### src/rtl/mem_access.sv
// Memory-access pipeline stage: forwards EX results to write-back, or runs a single
// aligned load/store on the data-memory port, with misalignment and timeout faults.
module mem_access (
    input  logic        clk,
    input  logic        rst,
    input  logic [4:0]  ex_wd_i,
    input  logic        ex_wreg_i,
    input  logic [31:0] ex_wdata_i,
    input  logic [1:0]  mem_rw_i,
    input  logic [11:0] mem_addr_i,
    input  logic [31:0] mem_data_i,
    input  logic [3:0]  mem_sel_i,
    input  logic [5:0]  stall,
    output logic        dm_req_o,
    output logic        dm_we_o,
    output logic [11:0] dm_addr_o,
    output logic [3:0]  dm_be_o,
    output logic [31:0] dm_wdata_o,
    input  logic        dm_ack_i,
    input  logic [31:0] dm_rdata_i,
    output logic [4:0]  mem_wd_o,
    output logic        mem_wreg_o,
    output logic [31:0] mem_wdata_o,
    output logic        stallreq_o,
    output logic        fault_o,
    output logic [1:0]  fault_code_o,
    output logic [11:0] fault_addr_o
);

    typedef enum logic {IDLE = 1'b0, ACCESS = 1'b1} state_t;

    localparam logic [1:0] FAULT_ALIGN   = 2'b01;
    localparam logic [1:0] FAULT_TIMEOUT = 2'b10;

    state_t      state_reg, state_next;
    logic [4:0]  wd_reg, wd_next;
    logic        store_reg, store_next;
    logic [11:0] addr_reg, addr_next;
    logic [31:0] data_reg, data_next;
    logic [1:0]  size_reg, size_next;
    logic        uns_reg, uns_next;
    logic [3:0]  cnt_reg, cnt_next;
    logic [4:0]  out_wd_reg, out_wd_next;
    logic        out_wreg_reg, out_wreg_next;
    logic [31:0] out_wdata_reg, out_wdata_next;
    logic        fault_reg, fault_next;
    logic [1:0]  fault_code_reg, fault_code_next;
    logic [11:0] fault_addr_reg, fault_addr_next;

    logic        is_mem_op;
    logic        misaligned;
    logic        aligned_op;
    logic        misaligned_op;
    logic [7:0]  rd_byte [4];
    logic [7:0]  load_byte;
    logic [15:0] load_half;
    logic [31:0] load_result;
    logic        unused_inputs;

    assign unused_inputs = ^{stall[3:0], mem_sel_i[3]};

    // Request decode; size 11 is treated as a word, so any set bit 1 means word alignment.
    assign is_mem_op     = (mem_rw_i == 2'b01) || (mem_rw_i == 2'b10);
    assign misaligned    = ((mem_sel_i[1:0] == 2'b01) && mem_addr_i[0]) ||
                           (mem_sel_i[1] && (mem_addr_i[1:0] != 2'b00));
    assign aligned_op    = is_mem_op && !misaligned;
    assign misaligned_op = is_mem_op && misaligned;

    generate
        for (genvar gi = 0; gi < 4; gi++) begin : g_rd_lane
            assign rd_byte[gi] = dm_rdata_i[8*gi +: 8];
        end
    endgenerate

    always_comb begin
        load_byte = rd_byte[addr_reg[1:0]];
        load_half = addr_reg[1] ? dm_rdata_i[31:16] : dm_rdata_i[15:0];
        case (size_reg)
            2'b00:   load_result = uns_reg ? {24'd0, load_byte} : {{24{load_byte[7]}}, load_byte};
            2'b01:   load_result = uns_reg ? {16'd0, load_half} : {{16{load_half[15]}}, load_half};
            default: load_result = dm_rdata_i;
        endcase
    end

    always_comb begin
        state_next      = state_reg;
        wd_next         = wd_reg;
        store_next      = store_reg;
        addr_next       = addr_reg;
        data_next       = data_reg;
        size_next       = size_reg;
        uns_next        = uns_reg;
        cnt_next        = cnt_reg;
        out_wd_next     = out_wd_reg;
        out_wreg_next   = out_wreg_reg;
        out_wdata_next  = out_wdata_reg;
        fault_next      = 1'b0;
        fault_code_next = fault_code_reg;
        fault_addr_next = fault_addr_reg;

        case (state_reg)
            IDLE: begin
                if (!stall[5]) begin
                    if (aligned_op) begin
                        state_next     = ACCESS;
                        wd_next        = ex_wd_i;
                        store_next     = (mem_rw_i == 2'b10);
                        addr_next      = mem_addr_i;
                        data_next      = mem_data_i;
                        size_next      = mem_sel_i[1:0];
                        uns_next       = mem_sel_i[2];
                        cnt_next       = 4'd0;
                        out_wd_next    = 5'd0;
                        out_wreg_next  = 1'b0;
                        out_wdata_next = 32'd0;
                    end else if (misaligned_op || stall[4]) begin
                        out_wd_next    = 5'd0;
                        out_wreg_next  = 1'b0;
                        out_wdata_next = 32'd0;
                        if (misaligned_op) begin
                            fault_next      = 1'b1;
                            fault_code_next = FAULT_ALIGN;
                            fault_addr_next = mem_addr_i;
                        end
                    end else begin
                        out_wd_next    = ex_wd_i;
                        out_wreg_next  = ex_wreg_i;
                        out_wdata_next = ex_wdata_i;
                    end
                end
            end
            ACCESS: begin
                if (dm_ack_i) begin
                    state_next     = IDLE;
                    out_wd_next    = store_reg ? 5'd0 : wd_reg;
                    out_wreg_next  = !store_reg;
                    out_wdata_next = store_reg ? 32'd0 : load_result;
                end else if (cnt_reg == 4'd15) begin
                    state_next      = IDLE;
                    out_wd_next     = 5'd0;
                    out_wreg_next   = 1'b0;
                    out_wdata_next  = 32'd0;
                    fault_next      = 1'b1;
                    fault_code_next = FAULT_TIMEOUT;
                    fault_addr_next = addr_reg;
                end else begin
                    cnt_next = cnt_reg + 4'd1;
                end
            end
            default: state_next = IDLE;
        endcase
    end

    always_ff @(posedge clk or posedge rst) begin
        if (rst) begin
            state_reg      <= IDLE;
            wd_reg         <= 5'd0;
            store_reg      <= 1'b0;
            addr_reg       <= 12'd0;
            data_reg       <= 32'd0;
            size_reg       <= 2'b00;
            uns_reg        <= 1'b0;
            cnt_reg        <= 4'd0;
            out_wd_reg     <= 5'd0;
            out_wreg_reg   <= 1'b0;
            out_wdata_reg  <= 32'd0;
            fault_reg      <= 1'b0;
            fault_code_reg <= 2'b00;
            fault_addr_reg <= 12'd0;
        end else begin
            state_reg      <= state_next;
            wd_reg         <= wd_next;
            store_reg      <= store_next;
            addr_reg       <= addr_next;
            data_reg       <= data_next;
            size_reg       <= size_next;
            uns_reg        <= uns_next;
            cnt_reg        <= cnt_next;
            out_wd_reg     <= out_wd_next;
            out_wreg_reg   <= out_wreg_next;
            out_wdata_reg  <= out_wdata_next;
            fault_reg      <= fault_next;
            fault_code_reg <= fault_code_next;
            fault_addr_reg <= fault_addr_next;
        end
    end

    // Memory port is a pure function of the latched op, so reset drops it immediately.
    always_comb begin
        dm_req_o   = (state_reg == ACCESS);
        dm_we_o    = 1'b0;
        dm_addr_o  = 12'd0;
        dm_be_o    = 4'b0000;
        dm_wdata_o = 32'd0;
        if (state_reg == ACCESS) begin
            dm_we_o   = store_reg;
            dm_addr_o = {addr_reg[11:2], 2'b00};
            case (size_reg)
                2'b00: begin
                    dm_be_o    = 4'b0001 << addr_reg[1:0];
                    dm_wdata_o = {4{data_reg[7:0]}};
                end
                2'b01: begin
                    dm_be_o    = 4'b0011 << addr_reg[1:0];
                    dm_wdata_o = {2{data_reg[15:0]}};
                end
                default: begin
                    dm_be_o    = 4'b1111;
                    dm_wdata_o = data_reg;
                end
            endcase
        end
    end

    assign stallreq_o   = (state_reg == ACCESS) || aligned_op;
    assign mem_wd_o     = out_wd_reg;
    assign mem_wreg_o   = out_wreg_reg;
    assign mem_wdata_o  = out_wdata_reg;
    assign fault_o      = fault_reg;
    assign fault_code_o = fault_code_reg;
    assign fault_addr_o = fault_addr_reg;

endmodule

### config.mk
export PLATFORM = sky130hd
export DESIGN_NAME = mem_access
export DESIGN_NICKNAME = d
export VERILOG_FILES = /design/src/rtl/mem_access.sv
export SDC_FILE = /design/constraint.sdc
export NUM_CORES = 1
export LEC_CHECK = 0
export BUFFER_PORTS_ARGS = -buffer_cell sky130_fd_sc_hd__buf_4
export CAP_MARGIN = 25
export CORE_MARGIN = 10
export CORE_UTILIZATION = 53
export CTS_CLUSTER_SIZE = 40
export DETAILED_ROUTE_END_ITERATION = 10
export MAX_ROUTING_LAYER = met4
export PLACE_DENSITY = 0.93
export SLEW_MARGIN = 10
export SYNTH_ARGS = -nofsm -noshare
export SYNTH_HDL_FRONTEND = slang
export SYNTH_SLANG_ARGS = --single-unit
export TNS_END_PERCENT = 10
### constraint.sdc
create_clock -name clk -period 5.86 [get_ports clk]
set_input_delay 0.879 -clock clk [delete_from_list [all_inputs] [get_ports clk]]
set_output_delay 0.879 -clock clk [all_outputs]
set_load 0.02 [all_outputs]
* Word-level counts from Yosys, hierarchy flattened
Cells that the tools add are included.
** Operators by class
- Multiplexer cells :: 64
- $lt $le $gt $ge :: 1
- Bitwise gates (word level) :: 3
- Shifts and indexed selects :: 2
- Equal/unequal tests :: 14
- Add/sub/neg operators :: 1
- Reduce and logical (&&, ||, !) cells :: 16
** Operators with widths (number)
- 2-to-1 mux 32 bit :: 9
- one-hot mux 32 bit (2 select lines) :: 3
- 2-to-1 mux 12 bit :: 7
- 2-to-1 mux 5 bit :: 6
- one-hot mux 12 bit (2 select lines) :: 1
- 2-to-1 mux 4 bit :: 5
- binary-select mux 8 bit (select 2 bit) :: 1
- 2-to-1 mux 1 bit :: 16
- 2-to-1 mux 16 bit :: 1
- 2-to-1 mux 8 bit :: 2
- one-hot mux 4 bit (2 select lines) :: 2
- != test 2 bit (second input constant) :: 7
- 2-to-1 mux 2 bit :: 6
- one-hot mux 5 bit (2 select lines) :: 1
- equality test 2 x 1 -> 1 bit (second input constant) :: 3
- one-hot mux 1 bit (2 select lines) :: 3
- AND reduction 6 bit :: 1
- adder 4 x 1 -> 4 bit (second input constant) :: 1
- equality test 4 bit (second input constant) :: 1
- logical AND 1 bit :: 4
- logical OR 1 bit :: 4
- one-hot mux 2 bit (2 select lines) :: 1
- AND reduction 4 bit :: 1
- << shifter 1 x 2 -> 4 bit (first input constant) :: 1
- other kinds (12) :: 14
** Storage, ports and cells
- Register bits after elaboration :: 111
- Input port bits :: 129
- Word-level logic and storage cells :: 115
- Output and inout bits :: 104

* Logic depth before layout (Yosys ltp)
- Depth after elaboration :: 9
- Depth in mapped cells :: 8
- Gate-level depth less buffers :: 6

* Worst setup path before layout
OpenSTA, ideal clock, no wires.
- Path type :: register to output
- Start point :: register state_reg, in the netlist dm_req_o
- End point :: output port dm_be_o[2]
- Required time :: 4981 ps
- Cell stages (with the launch flop) :: 5
- Buffers on the path :: 3
- Setup slack :: 3321 ps
- Arrival time :: 1660 ps
- Cells stage by stage :: dfrtp_1 buf_4 buf_2 clkbuf_1 a21boi_0
** Between the ends
- Longest elaborated chain between the ends :: 1
** RTL lines
- start, declared :: line 35 : state_t state_reg, state_next;
- start signal, assigned :: line 171 : state_reg <= state_next;
- 2-to-1 mux 4 bit :: line 195 : if (state_reg == ACCESS) begin
- end, declared :: line 17 : output logic [3:0] dm_be_o,
Every way passes these cells.

* Worst setup path after layout
- Start point :: register size_reg[0]
- End point :: output port dm_be_o[2]
** Between the ends
- Longest elaborated chain between the ends :: 3
- Elaborated cells on any way between the ends :: 4
- Classes of those cells :: eq/ne: 1; mux: 2; reduce/logical: 1
** RTL lines
- start, declared :: line 40 : logic [1:0] size_reg, size_next;
- start signal, assigned :: line 176 : size_reg <= size_next;
- equality test 2 x 1 -> 1 bit or logical NOT 2 bit (tied branches) :: line 198 : case (size_reg)
- one-hot mux 4 bit (2 select lines) (*) :: line 198
- 2-to-1 mux 4 bit (*) :: line 195
Mark *: on every way between the ends. The rest lies on a longest branch, timed or not.

==> flow_metrics.tcl <==
set metrics [dict create \
    die-area_mm2 0.0160 \
    start_util 0.548 \
    clock_path_buffers 2 \
    synth.distinct_cells 56 \
    root_buffer "clkbuf_16" \
    drcViolationCount 0 \
    whs_ns 0.480 \
    skew_ns 0.00852 \
    core_area_mm2 0.0109 \
    ys_seq_area_frac 0.464 \
    synth_ff_type "dfrtp_1" \
    highest_layer "met4" \
    tns_ns 0 \
    drive_gt1_frac 0.441 \
    setup_viol 0 \
    insertion_delay_ns 0.35 \
    outcome "finished, final reports clean" \
    p_leak_uw 0.00391 \
    synthesis.area_mm2 0.00599 \
    fp.dieH_um 126 \
    post-cts-setup-buffers 0 \
    rows 38 \
    htree_num_levels 3 \
    synthCells 575 \
    wl_met3_mm 1.66 \
    ir_worst_vdd_mv 0.230 \
    drtIter0Drc 456 \
    required_ns 4.98 \
    worstMarginPinSlew_ns 1.09 \
    ant_nets 0 \
    vias 5434 \
    antenna_found_initial 0 \
    cts_buffers 9 \
    path_class "reg -> out" \
    hp-class "reg -> reg" \
    dieWidth_um 126 \
    min_period_ns 3.34 \
    ys.warnings.count 0 \
    gp_congestion 0.970 \
    io-pin-count 233 \
    clk_pin_slew_worst_paths_ns 0.07 \
    grt_pass1_vias 5600 \
    wl_met2_mm 9.42 \
    cts_tree "built" \
    met1Wirelength_mm 8.12 \
    hold_buffers 0 \
    cts_resized 0 \
    diodes 0 \
    grtUsageTotal 0.246 \
    cts_sinks 111 \
    viasPerCell 5.92 \
    slew_headroom 0.269 \
    synth_edf_count 0 \
    rsz0062_at_grt "no" \
    worst_setup_path_end_kind "output port" \
    grt_max_degree 67 \
    r2r_setup_slack_ns 3.16 \
    postSynthAreaPerCell_um2 10.4 \
    critPathMaxFanout 17 \
    crit_arrival_ns 2.46 \
    fin_util 0.731 \
    startpoint_type "flop" \
    drtPass1Iterations 5 \
    hold_viol 0 \
    grt_pass1_wl_mm 30.8 \
    overflow 0 \
    fin_nets 904 \
    wl_per_cell_um 21.6 \
    async_flop_share 1.00 \
    ys_ff_latch 111 \
    p_per_area_mw_per_mm2 367 \
    syn_to_final_growth_pct 33.5 \
    max_cap_violations 0 \
    slew_viol_final 0 \
    port_buffers 225 \
    dp_hpwl_mm 14.9 \
    fin_crit_sh 0.570 \
    wl_mm 19.8 \
    fmax_mhz 299 \
]
## through the flow
stage / total power [uW] / setup slack, ns / instance area (um2) / cells
floorplan: 1870 / 2.05 / 5990 / 576
detailed placement: 2340 / 2.77 / 7700 / 902
CTS: 2950 / 2.53 / 8000 / 918
global placement: 2290 / 2.89 / 7700 / 902
finish: 2930 / 2.52 / 8000 / 918
global route: 3100 / 2.34 / 8000 / 918
## final cells by class
| type | instances | area, um2 |
|---|---|---|
| fillers | 794 | 2940 |
| well taps | 140 | 175 |
| inverters | 5 | 21.3 |
| clock buffers | 10 | 239 |
| multi-input cells | 412 | 2970 |
| clock inverters | 6 | 52.6 |
| flip-flops and latches | 111 | 2780 |
| repair buffers | 234 | 1760 |
## worst paths after layout
kind | start | end | cells after the start
max reg2reg | dm_req_o | data_reg[28] | 5
min in group asynchronous | rst | mem_wdata_o[20] | 2
max | size_reg[0] | dm_be_o[2] | 5
max in group asynchronous | rst | dm_req_o | 3
min reg2reg | mem_wdata_o[15] | mem_wdata_o[15] | 2
min | mem_wdata_o[15] | mem_wdata_o[15] | 2
## Yosys cell counts (10+ instances only)
master | number | share of area
o21ai_0 | 10 | 0.0084
nor2_1 | 30 | 0.019
a21boi_0 | 11 | 0.014
mux2_2 | 69 | 0.13
and2_1 | 20 | 0.021
a21oi_1 | 17 | 0.014
nor2b_1 | 19 | 0.020
nand3_1 | 31 | 0.026
nand4_1 | 16 | 0.017
o22ai_1 | 15 | 0.016
buf_2 | 19 | 0.016
mux2i_1 | 18 | 0.030
clkbuf_1 | 20 | 0.013
dfrtp_1 | 111 | 0.46
nand2_1 | 67 | 0.042
## placed cells by master (no fill, tap or decap), types with 8 or more instances in the layout
cell type,synthesis,routed
a211oi_1,8,8
a21boi_0,11,11
a21oi_1,17,17
and2_1,20,20
and3_1,8,8
buf_4,4,234
clkbuf_16,0,9
dfrtp_1,111,110
mux2_2,69,69
mux2i_1,18,18
nand2_1,67,67
nand3_1,31,30
nand4_1,16,16
nor2_1,30,30
nor2b_1,19,19
o211a_1,8,8
o21ai_0,10,10
o22ai_1,15,15
## metal layers
layer / vias to the layer above / GRT usage
li1: 2454 / -
met2: 278 / 0.385
met4: 0 / 0.0884
met5: - / -
met1: 2653 / 0.302
met3: 49 / 0.0654
## kinds of logic after synthesis
group / after synthesis / share of synthesized area
other: 1 / 0.000626
buffers and inverters: 53 / 0.0436
adder cells (fa/ha/maj): 2 / 0.00418
AND/OR/NAND/NOR: 207 / 0.174
multiplexers: 95 / 0.181
AO/OA/AOI/OAI: 105 / 0.131
flip-flops: 111 / 0.464
XOR/XNOR: 1 / 0.00146
## worst max-delay path, cell delays in order (launching register included)
cell and delay (ns):
dfrtp_1 0.75, buf_4 0.34, nor2b_1 0.40, mux2i_1 0.13
a21boi_0 0.29, buf_4 0.21
## report_power, final
part           internal (uW)  total [uW]  switching (uW)
clock network            307         603             296
logic                    546        1160             610
registers                981        1170             193
Note: power is estimated with default switching activity, not from simulation.
